[config.mk]
export PLATFORM = sky130hd
export DESIGN_NAME = laser_sched
export DESIGN_NICKNAME = d
export VERILOG_FILES = /design/src/rtl/laser_sched.sv
export SDC_FILE = /design/constraint.sdc
export NUM_CORES = 1
export LEC_CHECK = 0
export ABC_CLOCK_PERIOD_IN_PS = 2400
export BUFFER_PORTS_ARGS = -buffer_cell sky130_fd_sc_hd__buf_2
export CORE_MARGIN = 10
export CORE_UTILIZATION = 54
export CTS_CLUSTER_SIZE = 12
export DETAILED_ROUTE_END_ITERATION = 8
export PLACE_DENSITY = 0.76
export SLEW_MARGIN = 20
export SYNTH_ARGS = -nofsm -noshare
export SYNTH_HDL_FRONTEND = slang
export SYNTH_SLANG_ARGS = --single-unit
[constraint.sdc]
create_clock -name CLK -period 2.4 [get_ports CLK]
set_clock_uncertainty 0.1 [all_clocks]
set_input_delay 0.24 -clock CLK [delete_from_list [all_inputs] [get_ports CLK]]
set_output_delay 0.24 -clock CLK [all_outputs]
set_load 0.1 [all_outputs]
[src/rtl/laser_sched.sv]
// laser_sched: shares one LASER two-circle coverage engine between two
// point-stream requesters. Arbitrates per frame, buffers one frame, replays it
// to the engine on consecutive cycles, and returns the engine's circle centres
// (or a watchdog timeout result) tagged with the owning requester.
module laser_sched #(
  parameter int NUM_PTS = 40,
  parameter int TIMEOUT = 100000,
  parameter int TO_W    = 17
) (
  input  logic       CLK,
  input  logic       RST,
  input  logic       S0_VALID,
  output logic       S0_READY,
  input  logic [3:0] S0_X,
  input  logic [3:0] S0_Y,
  input  logic       S1_VALID,
  output logic       S1_READY,
  input  logic [3:0] S1_X,
  input  logic [3:0] S1_Y,
  output logic       ENG_RST,
  output logic [3:0] ENG_X,
  output logic [3:0] ENG_Y,
  input  logic [3:0] ENG_C1X,
  input  logic [3:0] ENG_C1Y,
  input  logic [3:0] ENG_C2X,
  input  logic [3:0] ENG_C2Y,
  input  logic       ENG_DONE,
  output logic       R_VALID,
  input  logic       R_READY,
  output logic       R_ID,
  output logic [3:0] R_C1X,
  output logic [3:0] R_C1Y,
  output logic [3:0] R_C2X,
  output logic [3:0] R_C2Y,
  output logic       R_TIMEOUT,
  output logic       BUSY
);

  localparam int CNT_W = $clog2(NUM_PTS);
  localparam logic [CNT_W-1:0] CNT_ZERO  = {CNT_W{1'b0}};
  localparam logic [CNT_W-1:0] CNT_ONE   = CNT_W'(1);
  localparam logic [CNT_W-1:0] CNT_LAST  = CNT_W'(NUM_PTS - 1);
  localparam logic [TO_W-1:0]  WDOG_ZERO = {TO_W{1'b0}};
  localparam logic [TO_W-1:0]  WDOG_ONE  = TO_W'(1);
  localparam logic [TO_W-1:0]  WDOG_LAST = TO_W'(TIMEOUT - 1);

  typedef enum logic [2:0] {
    ST_IDLE   = 3'd0,
    ST_FILL   = 3'd1,
    ST_STREAM = 3'd2,
    ST_WAIT   = 3'd3,
    ST_RESULT = 3'd4
  } state_t;

  state_t           state_r;
  state_t           state_s;
  logic [CNT_W-1:0] cnt_r;
  logic [TO_W-1:0]  wdog_r;
  logic             grant_r;
  logic             last_r;     // requester granted most recently (1 after reset so S0 wins first)
  logic             arb_s;
  logic             beat_s;
  logic             last_pt_s;
  logic             wdog_exp_s;
  logic [7:0]       buf_r [NUM_PTS];
  logic [3:0]       sel_x_s;
  logic [3:0]       sel_y_s;

  logic             eng_rst_r;
  logic             r_valid_r;
  logic             r_id_r;
  logic [3:0]       r_c1x_r;
  logic [3:0]       r_c1y_r;
  logic [3:0]       r_c2x_r;
  logic [3:0]       r_c2y_r;
  logic             r_timeout_r;

  assign sel_x_s    = grant_r ? S1_X : S0_X;
  assign sel_y_s    = grant_r ? S1_Y : S0_Y;
  assign beat_s     = (state_r == ST_FILL) && (grant_r ? S1_VALID : S0_VALID);
  assign last_pt_s  = (cnt_r == CNT_LAST);
  assign wdog_exp_s = (wdog_r == WDOG_LAST);

  assign S0_READY  = (state_r == ST_FILL) && !grant_r;
  assign S1_READY  = (state_r == ST_FILL) && grant_r;
  assign BUSY      = (state_r != ST_IDLE);
  assign ENG_RST   = eng_rst_r;
  assign ENG_X     = (state_r == ST_STREAM) ? buf_r[cnt_r][3:0] : 4'd0;
  assign ENG_Y     = (state_r == ST_STREAM) ? buf_r[cnt_r][7:4] : 4'd0;
  assign R_VALID   = r_valid_r;
  assign R_ID      = r_id_r;
  assign R_C1X     = r_c1x_r;
  assign R_C1Y     = r_c1y_r;
  assign R_C2X     = r_c2x_r;
  assign R_C2Y     = r_c2y_r;
  assign R_TIMEOUT = r_timeout_r;

  // Round-robin arbitration and next-state decode.
  always_comb begin
    state_s = state_r;
    arb_s   = grant_r;
    if (S0_VALID && S1_VALID) begin
      arb_s = ~last_r;
    end else if (S1_VALID) begin
      arb_s = 1'b1;
    end else begin
      arb_s = 1'b0;
    end
    case (state_r)
      ST_IDLE: begin
        if (S0_VALID || S1_VALID) state_s = ST_FILL;
        else                      state_s = ST_IDLE;
      end
      ST_FILL: begin
        if (beat_s && last_pt_s) state_s = ST_STREAM;
        else                     state_s = ST_FILL;
      end
      ST_STREAM: begin
        if (last_pt_s) state_s = ST_WAIT;
        else           state_s = ST_STREAM;
      end
      ST_WAIT: begin
        if (ENG_DONE || wdog_exp_s) state_s = ST_RESULT;
        else                        state_s = ST_WAIT;
      end
      ST_RESULT: begin
        if (R_READY) state_s = ST_IDLE;
        else         state_s = ST_RESULT;
      end
      default: state_s = ST_IDLE;
    endcase
  end

  // State, counters, grant, engine reset and result registers.
  always_ff @(posedge CLK) begin
    if (RST) begin
      state_r     <= ST_IDLE;
      cnt_r       <= CNT_ZERO;
      wdog_r      <= WDOG_ZERO;
      grant_r     <= 1'b0;
      last_r      <= 1'b1;
      eng_rst_r   <= 1'b1;
      r_valid_r   <= 1'b0;
      r_id_r      <= 1'b0;
      r_c1x_r     <= 4'd0;
      r_c1y_r     <= 4'd0;
      r_c2x_r     <= 4'd0;
      r_c2y_r     <= 4'd0;
      r_timeout_r <= 1'b0;
    end else begin
      state_r   <= state_s;
      eng_rst_r <= !((state_s == ST_STREAM) || (state_s == ST_WAIT));
      case (state_r)
        ST_IDLE: begin
          cnt_r <= CNT_ZERO;
          if (S0_VALID || S1_VALID) grant_r <= arb_s;
        end
        ST_FILL: begin
          if (beat_s) begin
            if (last_pt_s) cnt_r <= CNT_ZERO;
            else           cnt_r <= cnt_r + CNT_ONE;
          end
        end
        ST_STREAM: begin
          if (last_pt_s) begin
            cnt_r  <= CNT_ZERO;
            wdog_r <= WDOG_ZERO;
          end else begin
            cnt_r <= cnt_r + CNT_ONE;
          end
        end
        ST_WAIT: begin
          wdog_r <= wdog_r + WDOG_ONE;
          // A DONE on the expiry cycle still counts as a real result.
          if (ENG_DONE) begin
            r_valid_r   <= 1'b1;
            r_id_r      <= grant_r;
            r_c1x_r     <= ENG_C1X;
            r_c1y_r     <= ENG_C1Y;
            r_c2x_r     <= ENG_C2X;
            r_c2y_r     <= ENG_C2Y;
            r_timeout_r <= 1'b0;
          end else if (wdog_exp_s) begin
            r_valid_r   <= 1'b1;
            r_id_r      <= grant_r;
            r_c1x_r     <= 4'd0;
            r_c1y_r     <= 4'd0;
            r_c2x_r     <= 4'd0;
            r_c2y_r     <= 4'd0;
            r_timeout_r <= 1'b1;
          end
        end
        ST_RESULT: begin
          if (R_READY) begin
            r_valid_r <= 1'b0;
            last_r    <= grant_r;
          end
        end
        default: ;
      endcase
    end
  end

  // Frame buffer; contents are don't-care after reset so it carries no reset.
  always_ff @(posedge CLK) begin
    if (beat_s) buf_r[cnt_r] <= {sel_y_s, sel_x_s};
  end

endmodule
==> impl_metrics.json <==
{
  "ys_types": 55,
  "path_clk_slew_ns": 0.06,
  "rsz0062_at_grt": "true",
  "crit_path_end_kind": "primary output",
  "syn_to_final_growth_pct": 22.15,
  "nets": 1210,
  "power-per-cell-area_nw_per_um2": 736.5,
  "arrival_ns": 2.66,
  "dieArea_um2": 35020,
  "min_from": "S0_VALID",
  "synth_area_leaders": "edfxtp_1 (64%), mux2i_1 (9.1%), dfxtp_1 (7.2%)",
  "synth_nets": 1035,
  "dp_slack_ns": -0.2975,
  "finalCritPeriodShare_pct": 124.8,
  "maxCapViolCount": 0,
  "synth_most_common_cell": "edfxtp_1",
  "remaining_drc_errors": 0,
  "timing.fmax_ghz": 0.3338,
  "cp_cell_sequence": "buf_12 -> buf_12 -> mux2i_2 -> a22oi_2 -> a21oi_2 -> nor4_2 -> buf_4 -> o21a_4 -> buf_12",
  "whs_path_depth": 3,
  "min_period_ns": 2.996,
  "hold_viol_final": 0,
  "start_util_pct": 54.45,
  "diodes": 0,
  "post-dp-hpwl_mm": 21.93,
  "crit_path_start_kind": "flop",
  "r2r_setup_slack_ns": 0.05,
  "synth-async-reset-ratio_pct": 0,
  "crit_type": "reg -> out",
  "slew_viol_final": 0,
  "hold_class": "in -> reg",
  "wl_per_cell_um": 23.81,
  "crit_fanout": 15,
  "synth-edff-count": 320,
  "antenna_found_initial": 0,
  "grt_pass1_vias": 9551,
  "io_buffers": 68,
  "seq_area_frac_synth_pct": 70.87,
  "total_power_mw": 13.57,
  "yosys_warnings": 0,
  "cts_tree": "built",
  "final_antenna_net_count": 0,
  "cts_buffers": 38,
  "r2r_cells": 5,
  "grt_overflow": 0,
  "synth_top_cell_by_area": "edfxtp_1",
  "syn_avg_cell_area_um2": 15.16,
  "max_slew.worst_pin.slew_ns": 0.9381,
  "ys_seq_elements": 374,
  "synth_cells": 995,
  "ir_drop_uv": 611.1,
  "violations": "setup timing",
  "crit_top_cell": "buf_12",
  "grt_usage_pct": 20.55,
  "drt_pass1_iterations": 5,
  "vias": 9463,
  "clkLatencyLatePin_ns": 0.53,
  "status": "finished with violations",
  "vias_per_cell": 6.027,
  "cts-htree-levels": 2,
  "cts.sinks": 374,
  "critPathBufInv": 4,
  "cp.required_ns": 2.06,
  "yosysTopAreaCellShare_pct": 63.70,
  "io_pins": 69,
  "slowest_delay_ns": 0.40,
  "final_core_util_pct": 66.51,
  "critical_path.slowest_cell": "dfxtp_4",
  "max_slew_margin_pct": 37.46,
  "r2r-end": "buf_r[36][0]",
  "drt_iter0_drc": 1237,
  "drive_above_1_share_pct": 27.35,
  "clockRootBuffer": "clkbuf_16",
  "rows": 61,
  "die_h_um": 187.1,
  "power.leakage_nw": 6.018,
  "die_w_um": 187.1,
  "grt_pass1_wl_mm": 56.33,
  "grt_max_degree": 41,
  "r2r_start": "state_r[0]",
  "cpLargestDelayFamily": "buffers and inverters",
  "finalWorstSetupSlack_ns": -0.5955,
  "worst_hold_path.endpoint": "state_r[0]",
  "wirelength_mm": 37.38,
  "synth_area_um2": 15080,
  "synth_common_cells": "edfxtp_1 (320), mux2i_1 (137), a21oi_1 (77)",
  "place.gp.congestion": 0.9079,
  "clk_path_buf_depth": 3,
  "ys.flop_type": "edfxtp_1",
  "core_area_um2": 27710,
  "setup_viol": 8
}
==> per-layer routing <==
metal  track usage, %  vias up  part of all wire (%)
li1                 -     4201                     -
met1            25.75     4640                    38
met2            34.16      524                    49
met3            5.015       98                   9.5
met4            7.227        0                   3.4
met5                0        -                     0
==> kinds of logic after synthesis <==
| logic type | share of synthesized area [%] |
|---|---|
| compound gates | 7.698 |
| xor+xnor | 0.3484 |
| fa+ha+maj | 0.1659 |
| buf+inv | 2.123 |
| flops | 70.87 |
| mux | 12.30 |
| simple gates | 6.495 |
==> final cells by class <==
class / count / area [µm²]
fillers: 1788 / 9279
clock inverters: 6 / 51.30
repair buffers: 202 / 1775
multi-input cells: 551 / 4369
inverters: 3 / 11.26
clock buffers: 56 / 1050
well taps: 378 / 473.0
flip-flops and latches: 374 / 10700
==> registers in the layout, summed over array words and instances (netlist names), 3 cells and up, named ones only <==
signal and count:
R_C2Y 4, buf_r 320, R_C1X 4, wdog_r 17, cnt_r 6, state_r 3, R_C2X 4, R_C1Y 4
==> worst max path at each step <==
stage / cells past startpoint / slack, ns / to
6_report: 9 / -0.60 / ENG_Y[1]
5_1_grt: 10 / -0.64 / ENG_Y[2]
4_1_cts: 9 / -0.55 / ENG_Y[0]
3_5_place_dp: 8 / -0.30 / ENG_X[1]
3_3_place_gp: 8 / -0.28 / ENG_X[1]
2_1_floorplan: 3 / -0.14 / S0_READY
==> report_power, final <==
part	switching [mW]	internal (mW)
combinational	0.581	0.464
clock	2.36	3.03
sequential	0.0142	7.13
==> timing repair <==
item / 4_1_cts / 5_1_grt
gates cloned: 3 / 2
gates resized for setup: 33 / 25
setup endpoints to repair: 8 / 61
pin swaps: 9 / 13
hold buffers: 21 / 0
setup buffers: 9 / 4
hold endpoints to repair: 27 / 0
==> layout by cell type, fill, tap and decap left out, types with 4 or more instances in the layout <==
master	synthesis	routed
buf_4	7	95
mux2i_2	0	4
nand2_1	41	41
clkbuf_1	36	16
a22oi_2	0	20
a22oi_1	64	44
nor4_1	13	5
mux4_2	16	16
buf_12	0	19
nor2_1	59	58
nor3_1	13	12
buf_2	18	60
buf_16	0	4
mux2i_1	137	133
a21oi_2	0	14
nand2b_1	7	7
xnor2_1	4	4
o21ai_0	21	21
and2_1	5	5
o21ai_1	4	4
dlygate4sd3_1	0	21
mux2_2	10	10
a21oi_1	77	63
o21a_2	0	6
dfxtp_1	54	51
nand3b_1	7	7
clkbuf_16	0	41
or3_1	4	4
edfxtp_1	320	320
nand3_1	14	13
nor4_2	0	5
==> metrics by stage <==
| stage | cells | setup TNS [ns] | cell area, µm² | hold slack [ns] |
|---|---|---|---|---|
| 2_1_floorplan | 995 | -0.2753 | 15120 | 0.2760 |
| 3_3_place_gp | 1469 | -0.4901 | 16580 | 0.3448 |
| 3_5_place_dp | 1469 | -0.6385 | 16580 | 0.3571 |
| 4_1_cts | 1564 | -4.205 | 18230 | 0.08569 |
| 5_1_grt | 1570 | -4.935 | 18430 | 0.1323 |
| 6_report | 1570 | -4.435 | 18430 | 0.09730 |
==> worst reg2reg max path, cell delays in order (launching register included) <==
cell	delay, ns
dfxtp_1	0.33
or3b_2	0.51
nor3_1	0.34
nand2_1	0.31
nor2_1	0.23
buf_4	0.23
(Power assumes the default switching activity.)
